$ cat src/rtl/line_buf_ctrl.sv
// Write/read sequencer for a 4-entry line-buffer ring feeding a 3-row window engine.
// Write side follows the raster input; read side rotates the base row once per streamed row.
module line_buf_ctrl #(
    parameter int IMG_W = 32,
    parameter int IMG_H = 32,
    localparam int COL_W = $clog2(IMG_W),
    localparam int ROW_W = $clog2(IMG_H)
) (
    input  logic             clk,
    input  logic             rst,
    input  logic             start,
    input  logic             pix_valid,
    output logic             pix_ready,
    output logic             wr_en,
    output logic [1:0]       wr_sel,
    output logic [COL_W-1:0] wr_addr,
    output logic [1:0]       base,
    output logic [COL_W-1:0] rd_addr,
    output logic             win_valid,
    input  logic             win_ready,
    output logic             win_last,
    output logic             busy,
    output logic             frame_done
);

    // state   | meaning
    // S_IDLE  | waiting for start
    // S_FILL  | writing rows 0..2, no window output
    // S_STREAM| rows 3..IMG_H-1, write and window beat move together
    // S_DRAIN | last window row from stored lines, no writes
    typedef enum logic [1:0] {S_IDLE, S_FILL, S_STREAM, S_DRAIN} state_t;

    localparam logic [COL_W-1:0] COL_LAST  = COL_W'(IMG_W - 1);
    localparam logic [ROW_W-1:0] ROW_LAST  = ROW_W'(IMG_H - 1);
    localparam logic [ROW_W-1:0] FILL_LAST = ROW_W'(2);

    state_t           state_q;
    logic [COL_W-1:0] col_q;
    logic [ROW_W-1:0] row_q;
    logic [1:0]       base_q;
    logic             done_q;

    logic xfer;
    logic col_end;

    always_comb begin
        pix_ready = (state_q == S_FILL) | ((state_q == S_STREAM) & win_ready);
        win_valid = ((state_q == S_STREAM) & pix_valid) | (state_q == S_DRAIN);
        wr_en     = pix_valid & pix_ready;
        xfer      = (state_q == S_DRAIN) ? win_ready : wr_en;
        col_end   = (col_q == COL_LAST);
    end

    always_ff @(posedge clk or posedge rst) begin
        if (rst) begin
            state_q <= S_IDLE;
            col_q   <= '0;
            row_q   <= '0;
            base_q  <= '0;
            done_q  <= 1'b0;
        end else begin
            done_q <= 1'b0;
            case (state_q)
                S_IDLE: begin
                    if (start) begin
                        state_q <= S_FILL;
                        col_q   <= '0;
                        row_q   <= '0;
                        base_q  <= '0;
                    end
                end
                S_FILL: begin
                    if (xfer) begin
                        if (col_end) begin
                            col_q <= '0;
                            row_q <= row_q + 1'b1;
                            if (row_q == FILL_LAST) state_q <= S_STREAM;
                        end else begin
                            col_q <= col_q + 1'b1;
                        end
                    end
                end
                S_STREAM: begin
                    if (xfer) begin
                        if (col_end) begin
                            col_q  <= '0;
                            base_q <= base_q + 2'd1;
                            // Row counter stays on the last row so it never wraps in DRAIN.
                            if (row_q == ROW_LAST) state_q <= S_DRAIN;
                            else                   row_q   <= row_q + 1'b1;
                        end else begin
                            col_q <= col_q + 1'b1;
                        end
                    end
                end
                S_DRAIN: begin
                    if (xfer) begin
                        if (col_end) begin
                            col_q   <= '0;
                            state_q <= S_IDLE;
                            done_q  <= 1'b1;
                        end else begin
                            col_q <= col_q + 1'b1;
                        end
                    end
                end
                default: state_q <= S_IDLE;
            endcase
        end
    end

    assign wr_sel     = row_q[1:0];
    assign wr_addr    = col_q;
    assign rd_addr    = col_q;
    assign base       = base_q;
    assign win_last   = (state_q == S_DRAIN) & col_end;
    assign busy       = (state_q != S_IDLE);
    assign frame_done = done_q;

endmodule

$ cat config.mk
export PLATFORM = sky130hd
export DESIGN_NAME = line_buf_ctrl
export DESIGN_NICKNAME = d
export VERILOG_FILES = /design/src/rtl/line_buf_ctrl.sv
export SDC_FILE = /design/constraint.sdc
export NUM_CORES = 1
export LEC_CHECK = 0
export CAP_MARGIN = 10
export CORE_MARGIN = 2
export CORE_UTILIZATION = 24
export DETAILED_ROUTE_END_ITERATION = 16
export DONT_BUFFER_PORTS = 1
export HOLD_SLACK_MARGIN = 0.12
export PLACE_DENSITY = 0.39
export SLEW_MARGIN = 20
export SYNTH_ARGS = -nofsm -noshare
export SYNTH_HDL_FRONTEND = slang
export SYNTH_SLANG_ARGS = --single-unit
$ cat constraint.sdc
create_clock -name clk -period 2.4 [get_ports clk]
set_input_delay 0.24 -clock clk [delete_from_list [all_inputs] [get_ports clk]]
set_output_delay 0.24 -clock clk [all_outputs]
set_load 0.005 [all_outputs]
==> results.ini <==
[run_status]
outcome=completed

[yosys]
ys_seq_elements=15
synth_area_um2=1100
synthCells=117
yosys_warnings=0
synthTopCellsByArea=dfrtp_1, ha_1, o21ai_0, buf_4, inv_1
ys_seq_area_share_pct=34.2
yosysTopAreaCell=dfrtp_1
syn_area_per_cell_um2=9.38
syn-num-nets=132
ys_types=38
synth_top_area_share_pct=34.2

[critical_path]
crit_family=compound AO/OA/AOI/OAI gates
endpoint_kind=flop
crit_path_frequent_cell=ha_1
path_buf_inv=0
arrival_ns=2.35
start_kind=flop
worstPathRequired_ns=2.57
path_max_fanout=6
cp_slowest_cell=dfrtp_1
worstPathCellList=ha_1 > and3_1 > ha_1 > a21o_1 > a211o_1 > or2_1 > o311ai_2
rrSetupSlack_ns=0.21
critPathKind=reg -> reg
max_stage_delay_ns=0.44

[global_route]
grt_max_degree=16
grt.overflow.total=0
grt_pass1_vias=947
grt_pass1_wl_um=4660
groute.usage.overall_pct=11.6
antenna_found_initial=0

[layout]
nNetsFinal=133
drive_gt1_share_pct=12.0
nFillCells=460
final_cell_mix=dfrtp_1, o21ai_0, ha_1
regArea_um2=375
n_antenna_cell=0
area_delta_synth_final_pct=8.67
final_common_cell=dfrtp_1
multiInputGateArea_um2=622

[sta]
rsz0062_at_grt=no
drv_slew=0
hold_viol=0
worstMarginPinSlew_ns=0.651
period_minus_slack_ns=2.19
tns_ns=0
final-setup-viol-count=0
fin_skew_ns=0.00897
max_freq_mhz=457
relSlewSlack_pct=56.6
timing.final.crit_share_pct=91.1
fin_ws_ns=0.213

[placement]
io_buffer_count=0
gp_congestion=0.752
place_hpwl_um=2020
place_ws_ns=0.210

[clock_network]
post_cts_buffers=0
clock_latency_ns=0.26
htreeDepth=1
cts_hold_buf=2
numCtsBuffers=3
cts_max_path_buffers=2
cts_root_buf=clkbuf_8
cts.sinks=15
cts.clk_slew.worst_paths_ns=0.07
cts_resized=0
cts_tree=built

[floorplanning]
die_w_um=71.6
io_pins=25
dieArea_um2=5130
core_area_um2=4380
die_y_um=71.6
rows=24
start_util_pct=25.0

[run]
maxCapViolations=0

[routing]
vias=859
first_pass_iters=4
drtAntennaViolNets=0
wirelength_um=2650
drc=0
detailedRoute.firstIterationViolations=53
post_drt_wl_per_cell_um=15.7
vias_per_cell=5.08

[hold_path]
holdCritPathClass=in -> reg

[pwr]
ir_drop_mv=0.274
p_per_area_nw_per_um2=708
p_leak_nw=0.532
power_mw=0.844

-- synthesized netlist by cell type --
cell      number
a31oi_1        2
or3_1          1
a211o_1        1
a222oi_1       1
mux2_2         1
nand4_1        1
buf_4          7
o21ba_2        1
clkbuf_1       1
a32o_1         1
o311a_1        1
or4b_1         2
o21ai_0       13
nor2_1         3
or3b_2         1
a21oi_1        2
dfrtp_1       15
o311ai_2       2
nand2b_1       5
nand3b_1       2
nand2_1        6
nor4_1         1
o22ai_1        1
a22oi_1        1
a21o_1         4
mux2i_1        3
nand3_1        3
or2_2          1
inv_1          9
and3_1         3
a22o_1         3
ha_1          10
and2b_1        1
clkbuf_2       1
and2_1         2
buf_2          1
o211ai_1       3
or2_1          1
-- area by class of cell --
cell class              count  share of cell area, %
multi-input cells          83                   52.2
well taps                  52                   5.46
clock buffers               3                   3.46
clock inverters             1                  0.420
flip-flops and latches     15                   31.5
repair buffers              6                   4.20
inverters                   9                   2.83
-- layer usage --
layer	wire, µm	share of wire, %	track usage (%)
met5	0	0	0
met2	1370	51	21.2
met1	1140	43	13.0
met4	35	1.3	4.40
met3	115	4.3	2.81
-- sequential cells by signal (all words and copies together) (netlist names) --
register    count
frame_done      1
state_q         2
base            2
row_q           5
rd_addr         5
-- power breakdown --
part	internal, mW	switching [mW]	leakage, nW	total [mW]
sequential	0.307	0.0601	0.179	0.367
combinational	0.122	0.134	0.327	0.256
clock	0.115	0.105	0.0255	0.220
-- worst register-to-register path, cell delays in order (launching register included) --
cell and delay, ns:
dfrtp_1 0.44, ha_1 0.25, and3_1 0.15, ha_1 0.20, a21o_1 0.18, a211o_1 0.29, or2_1 0.31, o311ai_2 0.28
-- worst paths after layout --
kind	from	cells past startpoint	end
max in group asynchronous	rst	2	state_q[1]
setup / recovery	row_q[0]	7	row_q[3]
hold / removal	win_ready	1	frame_done
min in group asynchronous	rst	2	rd_addr[2]
hold reg to reg	row_q[4]	2	row_q[4]
setup reg to reg	row_q[0]	7	row_q[3]
-- metrics by stage --
| step | instance area [µm²] | hold WS [ns] | std cells | util (%) |
|---|---|---|---|---|
| 3_3_place_gp | 1130 | 0.251 | 163 | 25.7 |
| 6_report | 1190 | 0.154 | 169 | 27.2 |
| 2_1_floorplan | 1100 | 0.141 | 117 | - |
| 3_5_place_dp | 1130 | 0.264 | 163 | 25.7 |
| 5_1_grt | 1190 | 0.176 | 169 | 27.2 |
| 4_1_cts | 1190 | 0.144 | 169 | 27.2 |
-- cells by family after synthesis --
| group | Yosys count | synth area share [%] |
|---|---|---|
| AND/OR/NAND/NOR | 33 | 17.7 |
| adder cells (fa/ha/maj) | 10 | 11.4 |
| AO/OA/AOI/OAI | 36 | 23.8 |
| multiplexers | 4 | 3.76 |
| flip-flops | 15 | 34.2 |
| buffers and inverters | 19 | 9.12 |
Note: power is estimated with default switching activity, not from simulation.
